<file path="src/rtl/aes_txn_sequencer.sv">
`default_nettype none
// ============================================================================
// Module      : aes_txn_sequencer
// Description : Upstream driver for the aes wrapper. Latches one key and one
//               plaintext on start, streams them to the wrapper as LOAD_KEY
//               (optional) and LOAD_TEXT transactions, issues HASH, collects
//               the 16 ciphertext bytes into result and completes the ACK
//               handshake. Any wait longer than TIMEOUT cycles aborts.
// Ports       : clk, rst_n (async, active-high)
//               host side : start, load_key, encdec_in, key_in, text_in,
//                           busy, done, error, result
//               data bus  : aes_data_in/aes_valid_in/aes_ready_in (to wrapper)
//                           aes_data_out/aes_data_valid/aes_data_ready (from)
//               ack       : aes_ack_valid/aes_ack_ready/aes_module_source_id
//               txn bus   : opcode, source_id, dest_id, encdec, addr
// Revision    : 1.0 - initial release
// ============================================================================
module aes_txn_sequencer #(
   parameter int unsigned TIMEOUT   = 1024,
   parameter logic [23:0] KEY_ADDR  = 24'h000000,
   parameter logic [23:0] TEXT_ADDR = 24'h000020,
   parameter logic [23:0] RES_ADDR  = 24'h000030
) (
   input  logic         clk,
   input  logic         rst_n,
   input  logic         start,
   input  logic         load_key,
   input  logic         encdec_in,
   input  logic [255:0] key_in,
   input  logic [127:0] text_in,
   output logic         busy,
   output logic         done,
   output logic         error,
   output logic [127:0] result,
   output logic [7:0]   aes_data_in,
   output logic         aes_valid_in,
   input  logic         aes_ready_in,
   input  logic [7:0]   aes_data_out,
   input  logic         aes_data_valid,
   output logic         aes_data_ready,
   input  logic         aes_ack_valid,
   output logic         aes_ack_ready,
   input  logic [1:0]   aes_module_source_id,
   output logic [1:0]   opcode,
   output logic [1:0]   source_id,
   output logic [1:0]   dest_id,
   output logic         encdec,
   output logic [23:0]  addr
);

   localparam logic [1:0] C_OP_LOAD_KEY  = 2'b00;
   localparam logic [1:0] C_OP_LOAD_TEXT = 2'b01;
   localparam logic [1:0] C_OP_HASH      = 2'b11;
   localparam logic [1:0] C_ID_MEM       = 2'b00;
   localparam logic [1:0] C_ID_AES       = 2'b10;

   localparam int unsigned TW = (TIMEOUT > 2) ? $clog2(TIMEOUT) : 1;
   localparam logic [TW-1:0] C_TMO_LAST = TW'(TIMEOUT - 1);

   typedef enum logic [2:0] {
      S_IDLE = 3'd0,
      S_KEY  = 3'd1,
      S_TEXT = 3'd2,
      S_HASH = 3'd3,
      S_RX   = 3'd4,
      S_ACK  = 3'd5,
      S_ERR  = 3'd6
   } state_t;

   state_t         state_q, state_d;
   logic [5:0]     cnt_q, cnt_d;
   logic [TW-1:0]  tmo_q, tmo_d;
   logic [255:0]   key_q, key_d;
   logic [127:0]   text_q, text_d;
   logic           enc_q, enc_d;
   logic [127:0]   result_q, result_d;
   logic [1:0]     opcode_q, opcode_d;
   logic [1:0]     src_q, src_d;
   logic [1:0]     dst_q, dst_d;
   logic [23:0]    addr_q, addr_d;
   logic           encdec_q, encdec_d;
   logic [7:0]     din_q, din_d;
   logic           vin_q, vin_d;
   logic           drdy_q, drdy_d;
   logic           done_q, done_d;
   logic           error_q, error_d;
   logic           beat;
   logic           tmo_hit;

   always_ff @(posedge clk or posedge rst_n) begin
      if (rst_n) begin
         state_q  <= S_IDLE;
         cnt_q    <= '0;
         tmo_q    <= '0;
         key_q    <= '0;
         text_q   <= '0;
         enc_q    <= 1'b0;
         result_q <= '0;
         opcode_q <= '0;
         src_q    <= '0;
         dst_q    <= '0;
         addr_q   <= '0;
         encdec_q <= 1'b0;
         din_q    <= '0;
         vin_q    <= 1'b0;
         drdy_q   <= 1'b0;
         done_q   <= 1'b0;
         error_q  <= 1'b0;
      end else begin
         state_q  <= state_d;
         cnt_q    <= cnt_d;
         tmo_q    <= tmo_d;
         key_q    <= key_d;
         text_q   <= text_d;
         enc_q    <= enc_d;
         result_q <= result_d;
         opcode_q <= opcode_d;
         src_q    <= src_d;
         dst_q    <= dst_d;
         addr_q   <= addr_d;
         encdec_q <= encdec_d;
         din_q    <= din_d;
         vin_q    <= vin_d;
         drdy_q   <= drdy_d;
         done_q   <= done_d;
         error_q  <= error_d;
      end
   end

   always_comb begin
      state_d  = state_q;
      cnt_d    = cnt_q;
      tmo_d    = tmo_q;
      key_d    = key_q;
      text_d   = text_q;
      enc_d    = enc_q;
      result_d = result_q;
      done_d   = 1'b0;
      beat     = vin_q && aes_ready_in;
      tmo_hit  = (tmo_q == C_TMO_LAST);

      case (state_q)
         S_IDLE: begin
            if (start) begin
               key_d   = key_in;
               text_d  = text_in;
               enc_d   = encdec_in;
               cnt_d   = '0;
               tmo_d   = '0;
               state_d = load_key ? S_KEY : S_TEXT;
            end
         end
         S_KEY, S_TEXT: begin
            if (beat) begin
               tmo_d = '0;
               if (state_q == S_KEY && cnt_q == 6'd31) begin
                  cnt_d   = '0;
                  state_d = S_TEXT;
               end else if (state_q == S_TEXT && cnt_q == 6'd15) begin
                  cnt_d   = '0;
                  state_d = S_HASH;
               end else begin
                  cnt_d = cnt_q + 6'd1;
               end
            end else if (tmo_hit) begin
               tmo_d   = '0;
               state_d = S_ERR;
            end else begin
               tmo_d = tmo_q + TW'(1);
            end
         end
         S_HASH, S_RX: begin
            if (aes_data_valid) begin
               // {~cnt,3'b111} is 127-8*cnt for cnt in 0..15
               result_d[{~cnt_q[3:0], 3'b111} -: 8] = aes_data_out;
               tmo_d = '0;
               if (state_q == S_HASH) begin
                  cnt_d   = cnt_q + 6'd1;
                  state_d = S_RX;
               end else if (cnt_q == 6'd15) begin
                  cnt_d   = '0;
                  state_d = S_ACK;
               end else begin
                  cnt_d = cnt_q + 6'd1;
               end
            end else if (tmo_hit) begin
               tmo_d   = '0;
               state_d = S_ERR;
            end else begin
               tmo_d = tmo_q + TW'(1);
            end
         end
         S_ACK: begin
            if (aes_ack_valid && aes_module_source_id == C_ID_AES) begin
               done_d  = 1'b1;
               tmo_d   = '0;
               state_d = S_IDLE;
            end else if (tmo_hit) begin
               tmo_d   = '0;
               state_d = S_ERR;
            end else begin
               tmo_d = tmo_q + TW'(1);
            end
         end
         S_ERR: begin
            state_d = S_IDLE;
         end
         default: begin
            state_d = S_IDLE;
         end
      endcase

      // Registered outputs are decoded from the next state so they line up
      // with the state register in the same cycle.
      opcode_d = C_OP_LOAD_KEY;
      src_d    = C_ID_MEM;
      dst_d    = C_ID_MEM;
      addr_d   = '0;
      encdec_d = 1'b0;
      din_d    = '0;
      vin_d    = 1'b0;
      drdy_d   = 1'b0;
      error_d  = (state_d == S_ERR);

      case (state_d)
         S_KEY: begin
            opcode_d = C_OP_LOAD_KEY;
            dst_d    = C_ID_AES;
            addr_d   = KEY_ADDR;
            encdec_d = enc_d;
            vin_d    = 1'b1;
            // {~cnt,3'b111} is 255-8*cnt for cnt in 0..31
            din_d    = key_d[{~cnt_d[4:0], 3'b111} -: 8];
         end
         S_TEXT: begin
            opcode_d = C_OP_LOAD_TEXT;
            dst_d    = C_ID_AES;
            addr_d   = TEXT_ADDR;
            encdec_d = enc_d;
            vin_d    = 1'b1;
            din_d    = text_d[{~cnt_d[3:0], 3'b111} -: 8];
         end
         S_HASH: begin
            opcode_d = C_OP_HASH;
            dst_d    = C_ID_AES;
            addr_d   = RES_ADDR;
            encdec_d = enc_d;
            drdy_d   = 1'b1;
         end
         S_RX: begin
            addr_d   = RES_ADDR;
            encdec_d = enc_d;
            drdy_d   = 1'b1;
         end
         S_ACK: begin
            addr_d   = RES_ADDR;
            encdec_d = enc_d;
         end
         default: begin
         end
      endcase
   end

   assign busy           = (state_q != S_IDLE);
   assign aes_ack_ready  = (state_q == S_ACK);
   assign done           = done_q;
   assign error          = error_q;
   assign result         = result_q;
   assign aes_data_in    = din_q;
   assign aes_valid_in   = vin_q;
   assign aes_data_ready = drdy_q;
   assign opcode         = opcode_q;
   assign source_id      = src_q;
   assign dest_id        = dst_q;
   assign encdec         = encdec_q;
   assign addr           = addr_q;

endmodule
`default_nettype wire

</file>
<file path="config.mk">
export PLATFORM = sky130hd
export DESIGN_NAME = aes_txn_sequencer
export DESIGN_NICKNAME = d
export VERILOG_FILES = /design/src/rtl/aes_txn_sequencer.sv
export SDC_FILE = /design/constraint.sdc
export NUM_CORES = 2
export LEC_CHECK = 0
export ABC_AREA = 1
export CELL_PAD_IN_SITES_DETAIL_PLACEMENT = 1
export CELL_PAD_IN_SITES_GLOBAL_PLACEMENT = 1
export CORE_MARGIN = 10
export CORE_UTILIZATION = 38
export CTS_BUF_LIST = sky130_fd_sc_hd__clkbuf_4
export CTS_CLUSTER_DIAMETER = 30
export CTS_CLUSTER_SIZE = 10
export DETAILED_ROUTE_END_ITERATION = 12
export PLACE_DENSITY_LB_ADDON = 0.1
export SLEW_MARGIN = 0
export SYNTH_ARGS = -nofsm -noshare
export SYNTH_HDL_FRONTEND = slang
export SYNTH_SLANG_ARGS = --single-unit
</file>
<file path="constraint.sdc">
create_clock -name clk -period 24 [get_ports clk]
set_input_delay 4.8 -clock clk [delete_from_list [all_inputs] [get_ports clk]]
set_output_delay 4.8 -clock clk [all_outputs]
set_load 0.01 [all_outputs]
</file>
==> reports/metrics.yaml <==
routedWlPerCell_um: 22.7
antenna_found_initial: 7
fin_tns_setup_ps: 0
hold_path_end: "text_q[71]"
finalHoldViolCount: 0
worst_slack_ps: 15650
grt_util_met2_pct: 44.4
clock-skew-final_ps: 39.5
ctsHtreeMaxLevel: 4
cp-start-kind: "input pin"
grt_max_degree: 230
ff2ff_setup_slack_ps: 18450
drt-pass1-iter-count: 5
drv_slew: 0
synth-seq-cells: 550
floorplan.initialDensity_pct: 38.5
cts_root_buf: "clkbuf_4"
cp_data_required_time_ps: 24920
port-buffer-count: 549
die_x_um: 279
max_freq_mhz: 120
cts_hold_buf: 0
reg2regPathDepth: 15
clk_pin_slew_ps: 70
drc: 0
fin_crit_ps: 8350
seq_area_frac_synth_pct: 53.9
r2r_start: "cnt_q[1]"
gr-total-overflow: 0
grt.busiest_layer: "met2"
via_count: 24700
fin_nets: 4201
avgSynthCellArea_sq_um: 7.78
hold_path_depth: 2
ir_drop_mv: 0.100
clock-sinks: 550
first_global_vias: 26600
drive_gt1_share_pct: 7.51
postCtsSetupRepairBufs: 0
worstHoldStart: "text_q[71]"
outcome: "complete, no violations"
slew_headroom_pct: 6.66
met3_usage_pct: 6.52
worst_pin_slew_ps: 1400
tritoncts: "yes"
core_sq_um: 66200
cp.arrival_ps: 9270
startpoint: "aes_ready_in"
drt_iter0_drc: 1967
cp_max_fo: 123
leakagePower_uw: 0.0164
crit-reg2reg-capture: "aes_data_in[6]"
cts_made_buffers: 140
io-pin-count: 575
synthesis.area_sq_um: 25500
viasPerCell: 5.18
ctsResizeCount: 0
path_class: "input pin to flop"
die_h_um: 279
finalCritPeriodShare_pct: 34.8
syn_inst: 3278
antenna_left: 0
die_area_sq_um: 77900
wirelength_um: 108000
grtUsageMet1_pct: 34.8
setup_viol: 0
rsz0062_at_grt: "false"
clock_path_buffers: 3
area_delta_synth_final_pct: 30.8
clk-insertion-delay-late_ps: 1010
crit_path_end_kind: "flop"
place.gp.congestion: 0.899
dp_worst_setup_slack_ps: 14680
cap_viol_max_count: 0
gr-usage-all-layers_pct: 27.3
ys.warnings.count: 0
hpwl_um: 78400
rows: 94
power_density_nw_per_um2: 134
yosys.cell_types.count: 39
grt_pass1_wl_um: 163000
hold_class: "flop to flop"
## flip-flops by register name (all words and copies together) (netlist names)
| name | cells |
|---|---|
| error | 1 |
| opcode | 2 |
| aes_data_in | 8 |
| aes_data_ready | 1 |
| encdec | 1 |
| cnt_q | 6 |
| state_q | 3 |
| key_q | 256 |
| result | 128 |
| tmo_q | 10 |
| aes_valid_in | 1 |
| text_q | 128 |
| enc_q | 1 |
| addr | 2 |
| dest_id | 1 |
| done | 1 |
## how the worst max path moves through the flow
| stage | to | slack, ps | cells after the start |
|---|---|---|---|
| floorplan | addr[4] | 3820 | 1 |
| global placement | aes_data_in[6] | 14870 | 15 |
| detailed placement | aes_data_in[6] | 14680 | 15 |
| CTS | aes_data_in[6] | 15740 | 15 |
| global route | aes_data_in[0] | 15420 | 16 |
| finish | aes_data_in[0] | 15650 | 16 |
## critical path, cell delays in order
cell             delay [ps]
clkdlybuf4s50_1         460
nand2_1                 140
nor3_1                  320
nand3_1                 180
nand3_1                 160
nand2_4                 440
nand2_8                 830
buf_4                   760
nand2_1                 220
nand3_1                 170
nand3_1                  80
nand3_1                  90
nand2_1                 110
nand2_1                  80
nand3_1                 200
nand2_1                 120
## through the flow
step	total power, uW	area [sq um]	hold slack (ps)	util (%)	std cells
global route	4800	33400	496	50.4	4772
CTS	4480	33400	473	50.4	4766
global placement	3400	31100	452	47.0	4514
finish	4470	33400	472	50.4	4772
floorplan	2760	25600	438	-	3302
detailed placement	3450	31100	456	47.0	4514
## per-layer routing
metal	vias to the layer above	routed length (um)
li1	11500	-
met1	12300	46100
met2	815	51300
met3	165	7380
met4	2	3430
met5	-	15
## synth_stat cells (all sizes together)
library cell     n  area, sq um
a211oi           2         15.0
a21oi           18         93.8
a22oi            1         12.5
a41oi            1         8.76
and3             2         12.5
buf            192         1130
clkbuf          30          113
clkinv           5         18.8
conb             1         3.75
dfrtp          550        13800
ha               7         87.6
inv             78          293
nand2         1671         6310
nand3          506         2540
nand3b           2         15.0
nand4            4         25.0
nor2            60          248
nor3             8         45.0
nor3b            1         7.51
o211ai           1         7.51
o21a             1         7.51
o21ai          111          567
o21bai           1         7.51
o31ai           21          158
or2              2         12.5
xor2             2         17.5
## layout make-up
class | instances | area, sq um
antenna | 6 | 15.0
clock buffer | 167 | 1250
clock inverter | 85 | 957
fill | 8096 | 32800
inverter | 83 | 329
multi-input combinational | 2447 | 10300
sequential | 550 | 13800
tap | 864 | 1080
timing repair buffer | 570 | 5670
## cell families (layout without fill, tap and decap cells)
family,Yosys count,count (layout),synth area share (%)
simple gates,2256,2256,36.1
flops,550,550,53.9
buf+inv,305,905,6.09
compound gates,157,157,3.44
fa+ha+maj,7,7,0.343
xor+xnor,2,2,0.0687
other cells,1,31,0.0147
## power breakdown
| group | switching [uW] | internal, uW |
|---|---|---|
| logic | 1480 | 591 |
| clock network | 443 | 562 |
| registers | 122 | 1270 |
| total | 2050 | 2420 |
## placed cells by master (no fill, tap or decap), types with 3 or more instances in the layout
cell,n
nor3_1,7
clkdlybuf4s50_1,549
bufinv_16,20
nor2_1,55
nor2_2,3
inv_1,67
a21oi_1,17
clkbuf_4,167
nand4_1,4
nand2_4,3
dfrtp_1,550
inv_2,10
inv_6,5
diode_2,6
clkinv_2,30
conb_1,25
buf_4,20
ha_1,7
nand2_2,8
nand3_1,505
nand2_1,1659
clkinvlp_4,12
o31ai_1,21
o21ai_0,110
clkinv_1,20
Note: power is estimated with default switching activity, not from simulation.
